--- src/rtl/buffer_write_arbiter.sv ---
// buffer_write_arbiter: round-robin burst arbiter sharing one buffer write port among NUM_REQ producers (ports: clk, reset, req_valid/req_data/req_last/req_ready producers, buf_wr_en/buf_wr_data/buf_full buffer side, grant_id/busy status); define BUFFER_ARB_STATS_EN to add stat_sel/stat_count per-requester transfer counters
module buffer_write_arbiter #(
  parameter  int NUM_REQ    = 4,
  parameter  int DATA_WIDTH = 8,
  parameter  int MAX_BURST  = 4,
  localparam int IW         = NUM_REQ > 1 ? $clog2(NUM_REQ) : 1,
  localparam int CW         = $clog2(MAX_BURST + 1)
) (
  input  logic                          clk,
  input  logic                          reset,
  input  logic [NUM_REQ-1:0]            req_valid,
  input  logic [NUM_REQ*DATA_WIDTH-1:0] req_data,
  input  logic [NUM_REQ-1:0]            req_last,
  output logic [NUM_REQ-1:0]            req_ready,
  output logic                          buf_wr_en,
  output logic [DATA_WIDTH-1:0]         buf_wr_data,
  input  logic                          buf_full,
  output logic [IW-1:0]                 grant_id,
`ifdef BUFFER_ARB_STATS_EN
  output logic                          busy,
  input  logic [IW-1:0]                 stat_sel,
  output logic [15:0]                   stat_count
`else
  output logic                          busy
`endif
);
  typedef enum logic {IDLE, GRANT} state_t;
  state_t state_q, state_d;
  logic [IW-1:0] grant_q, grant_d, last_q, last_d, win;
  logic [CW-1:0] beat_q, beat_d;
  logic found, xfer;
  always_comb begin
    found = 1'b0;
    win   = '0;
    for (int k = 1; k <= NUM_REQ; k++) begin
      if (!found && req_valid[(int'(last_q) + k) % NUM_REQ]) begin
        found = 1'b1;
        win   = IW'((int'(last_q) + k) % NUM_REQ);
      end
    end
  end
  assign xfer     = state_q == GRANT && req_valid[grant_q] && !buf_full && !reset;
  assign grant_id = grant_q;
  assign busy     = state_q == GRANT;
  always_comb begin
    state_d     = state_q;
    grant_d     = grant_q;
    last_d      = last_q;
    beat_d      = beat_q;
    req_ready   = '0;
    buf_wr_en   = xfer;
    buf_wr_data = '0;
    if (state_q == IDLE) begin
      if (found) begin
        state_d = GRANT;
        grant_d = win;
        last_d  = win;
        beat_d  = '0;
      end
    end else begin
      req_ready[grant_q] = !buf_full && !reset;
      buf_wr_data        = req_data[int'(grant_q)*DATA_WIDTH +: DATA_WIDTH];
      beat_d             = beat_q + CW'(xfer);
      state_d = (!req_valid[grant_q] || (xfer && (req_last[grant_q] || beat_q == CW'(MAX_BURST - 1)))) ? IDLE : GRANT;
    end
  end
  always_ff @(posedge clk) begin
    if (reset) begin
      state_q <= IDLE;
      grant_q <= '0;
      last_q  <= IW'(NUM_REQ - 1);
      beat_q  <= '0;
    end else begin
      state_q <= state_d;
      grant_q <= grant_d;
      last_q  <= last_d;
      beat_q  <= beat_d;
    end
  end
`ifdef BUFFER_ARB_STATS_EN
  logic [15:0] cnt_q [NUM_REQ];
  always_ff @(posedge clk) begin
    for (int i = 0; i < NUM_REQ; i++) begin
      if (reset) cnt_q[i] <= '0;
      else if (xfer && grant_q == IW'(i) && cnt_q[i] != 16'hFFFF) cnt_q[i] <= cnt_q[i] + 16'd1;
    end
  end
  assign stat_count = cnt_q[stat_sel];
`endif
endmodule

--- config.mk ---
export PLATFORM = sky130hd
export DESIGN_NAME = buffer_write_arbiter
export DESIGN_NICKNAME = d
export VERILOG_FILES = /design/src/rtl/buffer_write_arbiter.sv
export SDC_FILE = /design/constraint.sdc
export NUM_CORES = 1
export LEC_CHECK = 0
export CAP_MARGIN = 20
export CORE_MARGIN = 5
export CORE_UTILIZATION = 34
export DETAILED_ROUTE_END_ITERATION = 8
export GPL_ROUTABILITY_DRIVEN = 0
export PLACE_DENSITY_LB_ADDON = 0.12
export SLEW_MARGIN = 30
export SYNTH_ARGS = -nofsm -noshare
export SYNTH_HDL_FRONTEND = slang
export SYNTH_SLANG_ARGS = --single-unit
--- constraint.sdc ---
create_clock -name clk -period 2.6 [get_ports clk]
set_clock_uncertainty 0.2 [all_clocks]
set_input_delay 0.52 -clock clk [delete_from_list [all_inputs] [get_ports clk]]
set_output_delay 0.52 -clock clk [all_outputs]
set_load 0.05 [all_outputs]
======== Yosys cells after proc, flatten, opt, wreduce, memory -nomap -nowiden ========
Index checks and enable logic that the tools add are counted.
Widths: inputs -> output; s select.
storage, ports and cells
  register bits ........................... 8
  logic and storage cells ................. 79
operators by class
  reduce and logical (&&, ||, !) cells .... 23
  mux-type cells .......................... 33
  shift-type cells ........................ 1
  bitwise operators ....................... 6
  magnitude comparators ................... 6
  $add $sub $neg .......................... 5
  equality and inequality tests ........... 1
operators with widths
  operator             number
  $shiftx 32x6->8      1
  $mux 1               18
  $lt 3x4->1 const B   4
  $bmux 1 s2           6
  $logic_and 1x1->1    9
  $mux 2               4
  $mux 8               1
  $reduce_or 2->1      4
  $logic_not 1->1      6
  $mux 3               2
  $add 2x1->2 const B  2
  $add 2x2->2 const B  2
  $and 1x1->1 const A  4
  $and 4x4->4          1
  $mux 4               1
  $add 3x1->3          1
  $eq 3x2->1 const B   1
  $lt 2x3->1 const B   1
  $demux 1 s2          1
  $ge 2x1->1 const B   1
  $logic_or 1x1->1     2
  $reduce_and 2->1     1
  $reduce_bool 2->1    1
  $not 1->1            1

======== Depth between registers and ports, before layout ========
  depth after elaboration ................. 18
  gate-level depth with buffers ........... 8

======== Least setup slack after synthesis ========
Ideal clock, no wire load.
  kind .................................... reg-to-output
  from .................................... register state_q (netlist: busy)
  to ...................................... output req_ready[0]
  arrival time ............................ 2.314 ns
  cell stages (with the launch flop) ...... 3
  path slack .............................. -0.434 ns
  data required time ...................... 1.880 ns
  cells stage by stage .................... dfxtp_1 nor3b_1 nor3b_1
on the way
  longest elaborated chain between the ends .. 1
ends and longest elaborated chain
  item                    line  text
  from (decl)             28    state_t state_q, state_d;
  from (signal assigned)  74    state_q <= state_d;
  $mux 4                  53    if (state_q == IDLE) begin
  to (decl)               14    output logic [NUM_REQ-1:0] req_ready,
Every way passes these cells.

======== Worst setup path in the final report ========
  from .................................... input req_valid[2]
  to ...................................... output buf_wr_en
on the way
  longest elaborated chain between the ends .. 5
ends and longest elaborated chain
  item                            line  text
  from (decl)                     11    input logic [NUM_REQ-1:0] req_valid,
  $bmux 1 s2                      42    assign xfer = state_q == GRANT && req_valid[grant_q] && !buf_full && !reset;
  $mux 1 (implied by the code)    42
  $logic_and 1x1->1 (3 in a row)  42
  to (decl)                       15    output logic buf_wr_en,
Every way passes these cells. The select of a mux whose other input is x is not followed.

==> summary.md <==
| Metric | Value |
|---|---|
| Status | `complete, no violations` |
| Syn avg cell area | `9.70 um2` |
| Chain of cells forming the critical path | `clkdlybuf4s50_1, mux4_2, and2_4, buf_4, buf_12` |
| Final Routed Wirelength | `2910 um` |
| GR Util All Layers | `0.168` |
| Critical Path AT | `1.86 ns` |
| First-pass GRT wire length | `4430 um` |
| RSZ-0062 raised after global routing | `false` |
| IO Pins | `59` |
| Top cells by area, synth | `dfxtp_1 19%, mux4_2 19%, mux4_1 9.6%` |
| Setup_tns | `0 ns` |
| Sink Count | `8` |
| Final hold vios | `0` |
| Area post-placement | `1510 um2` |
| Ant. Diodes | `0` |
| Post-Synth Adder-Cell Area | `0.0303` |
| Seq pwr share | `0.257` |
| Class of the most critical setup path | `in2out` |
| Hold Crit Class | `reg2reg` |
| WL/cell | `16.2 um` |
| Initial antenna violation count | `0` |
| Syn nets | `130` |
| Htree depth | `1` |
| Worst Reg-to-Reg Cells | `6` |
| LEAKAGE | `0.000639 uW` |
| Max Cap Violations | `0` |
| NetSw | `272 uW` |
| Vias | `959` |
| Number of port buffers | `58` |
| Post-Syn Area | `825 um2` |
| IR drop worst, VDD | `0.000303 V` |
| TritonCTS clock tree | `done` |
| Slew @ Worst Pin | `0.495 ns` |
| Warnings, synthesis | `0` |
| Largest net degree at the start of global routing | `17` |
| Fin area | `1540 um2` |
| Clock root cell | `clkbuf_4` |
| GRT Max-Usage Layer | `met2` |
| Via density per instance | `5.36` |
| Initial DRC count | `27` |
| Die Span X | `59.2 um` |
| Setup ws final | `0.0204 ns` |
| Routing usage on met3 | `0.0479` |
| Share of the synthesized area in the top cell type | `0.194` |
| Synth Instances | `85` |
| Internal power | `395 uW` |
| Core footprint | `2250 um2` |
| Initial Util | `0.366` |
| Final HPWL DP | `2300 um` |
| Row cnt | `17` |
| Highest clock rate | `388 MHz` |
| Latest clock arrival within the worst-skew pair | `0.26 ns` |
| Synth Area in Compound Gates | `0.170` |
| Clk pwr share | `0.149` |
| Layout area overhead | `87.1%` |
| Residual DRC | `0` |
| Critical path endpoint category | `output port` |
| Crit-path max FO | `2` |
| Hold path startpoint | `beat_q[2]$_SDFFE_PP0P_` |
| Simple-gate share of the synthesized area | `0.244` |
| Distinct cell type count after synthesis | `35` |
| Comb pwr share | `0.594` |
| Synth Register Bits | `8` |
| Antenna Nets Post-Route | `0` |
| Post-synth top area cell | `dfxtp_1` |
| Nets | `198` |
| Hold Path Depth | `2` |
| CP startpoint kind | `input port` |
| Fill cells | `195` |
| Largest stage delay, worst path | `0.50 ns` |
| Synthesized-area fraction occupied by xor and xnor cells | `0` |
| Post-synthesis mux area share | `0.287` |
| DRT Pass-1 Iters | `4` |
| Register area share after synthesis | `0.194` |
| Pwr dens | `433 nW/um2` |
| Longest Clk Path Bufs | `2` |
| Die ar. | `3510 um2` |
| Share of cells above drive strength 1 | `0.272` |
| Worst R2R Start | `grant_id[0]$_SDFFE_PP0P_` |
| CTS Buf Count | `3` |
| Net Sw Frac | `0.408` |
| Met2 global-route usage | `0.300` |
| Commonest non-fill, non-tap cell in the layout | `clkdlybuf4s50_1` |
| Max-Slew Margin vs Limit | `0.669` |
| Top delay family on crit path | `buffers and inverters` |
| Die height | `59.2 um` |
| FF-to-FF setup slack | `0.30 ns` |
| Tcrit/Tclk final | `0.992` |
| Place WS | `-0.0782 ns` |
| Final Max Slew Viols | `0` |
| GR Overflow Total | `0` |
| Final setup vio count | `0` |
| Worst path slowest cell | `mux4_2` |
| Commonest cells after routing, fill and taps aside | `42 x clkdlybuf4s50_1, 20 x buf_4, 8 x and2_1, 7 x mux4_2, 7 x dfxtp_1` |
| Largest family of logic cells by synthesized area | `multiplexers` |
| R2R Path End | `beat_q[1]$_SDFFE_PP0P_` |
| Clock-pin slew on the worst setup and hold paths | `0.06 ns` |
| CP bufs+invs | `3` |
| Worst EP required | `1.88 ns` |
| Final min period | `2.58 ns` |
| Met1 GRT Util | `0.200` |
| Vias in the first global route | `923` |
| WHS Endpoint | `beat_q[2]$_SDFFE_PP0P_` |
[through the flow]
step / power [uW] / hold slack [ns] / instances / util
after global placement: 560 / 0.260 / 175 / 0.668
after global routing: 704 / 0.342 / 179 / 0.684
final: 668 / 0.273 / 179 / 0.684
after floorplan: 414 / 0.250 / 85 / -
after detailed placement: 568 / 0.266 / 175 / 0.668
after CTS: 670 / 0.275 / 178 / 0.680
[worst min-delay path: stages, from the launching register on]
cell,delay [ns]
dfxtp_1,0.31
o21ai_0,0.06
a21oi_1,0.06
[kinds of logic (layout without fill, tap and decap cells)]
logic type,Yosys count,after routing
compound gates,20,20
fa+ha+maj,2,2
simple gates,34,34
flops,8,8
mux,10,10
buf+inv,11,77
[flip-flops by register name (all words and copies together) (netlist names)]
signal and count:
beat_q 3, last_q 2, busy 1, grant_id 2
[how the worst max path moves through the flow]
stage	from	to	slack [ns]	cells past startpoint
after detailed placement	req_valid[3]	beat_q[1]$_SDFFE_PP0P_	-0.08	7
after global routing	req_valid[0]	buf_wr_en	0.01	5
after floorplan	busy$_SDFF_PP0_	beat_q[1]$_SDFFE_PP0P_	0.006	6
final	req_valid[2]	buf_wr_en	0.02	5
after global placement	req_valid[0]	buf_wr_en	-0.02	5
after CTS	req_valid[1]	buf_wr_en	0.02	5
[synthesized netlist by cell type (all sizes together)]
cell type and count:
o21ai 3, ha 2, dfxtp 8, o2111ai 1
nor3b 3, o31ai 1, nand3 1, nor4b 1
a21oi 5, buf 4, nor3 1, nand2 5
a221o 1, nor2b 2, or3b 1, o221a 1
a22oi 3, and2b 1, inv 5, o311ai 1
nor4 1, a31oi 1, o22a 1, or2 1
mux4 10, and3b 1, and2 9, and3 1
o21bai 1, clkbuf 2, nor2 6, a221oi 1
[what timing repair did]
action	4_1_cts	5_1_grt
hold buffers	0	0
setup buffers	0	1
pin swaps	1	0
endpoints found under the setup margin	1	1
resized for setup	3	1
[per-layer routing]
layer  vias to the layer above  wire, um
met2                        41      1450
met1                       455      1180
li1                        463         -
met4                         0         0
met3                         0       273
met5                         -         0
[power by group through the flow]
stage	clock (uW)	combinational [uW]	sequential (uW)
after floorplan	0	232	181
after detailed placement	0	393	175
after global placement	0	386	174
final	99.4	397	172
after global routing	109	419	177
after CTS	103	394	173
[cell type report]
type | instances | area [um2] | area share
timing repair buffer | 69 | 692 | 0.448
sequential | 8 | 164 | 0.106
multi-input combinational | 66 | 611 | 0.396
tap | 28 | 35.0 | 0.0227
inverter | 5 | 18.8 | 0.0122
clock buffer | 3 | 22.5 | 0.0146
Power figures use the tool's default switching activity.
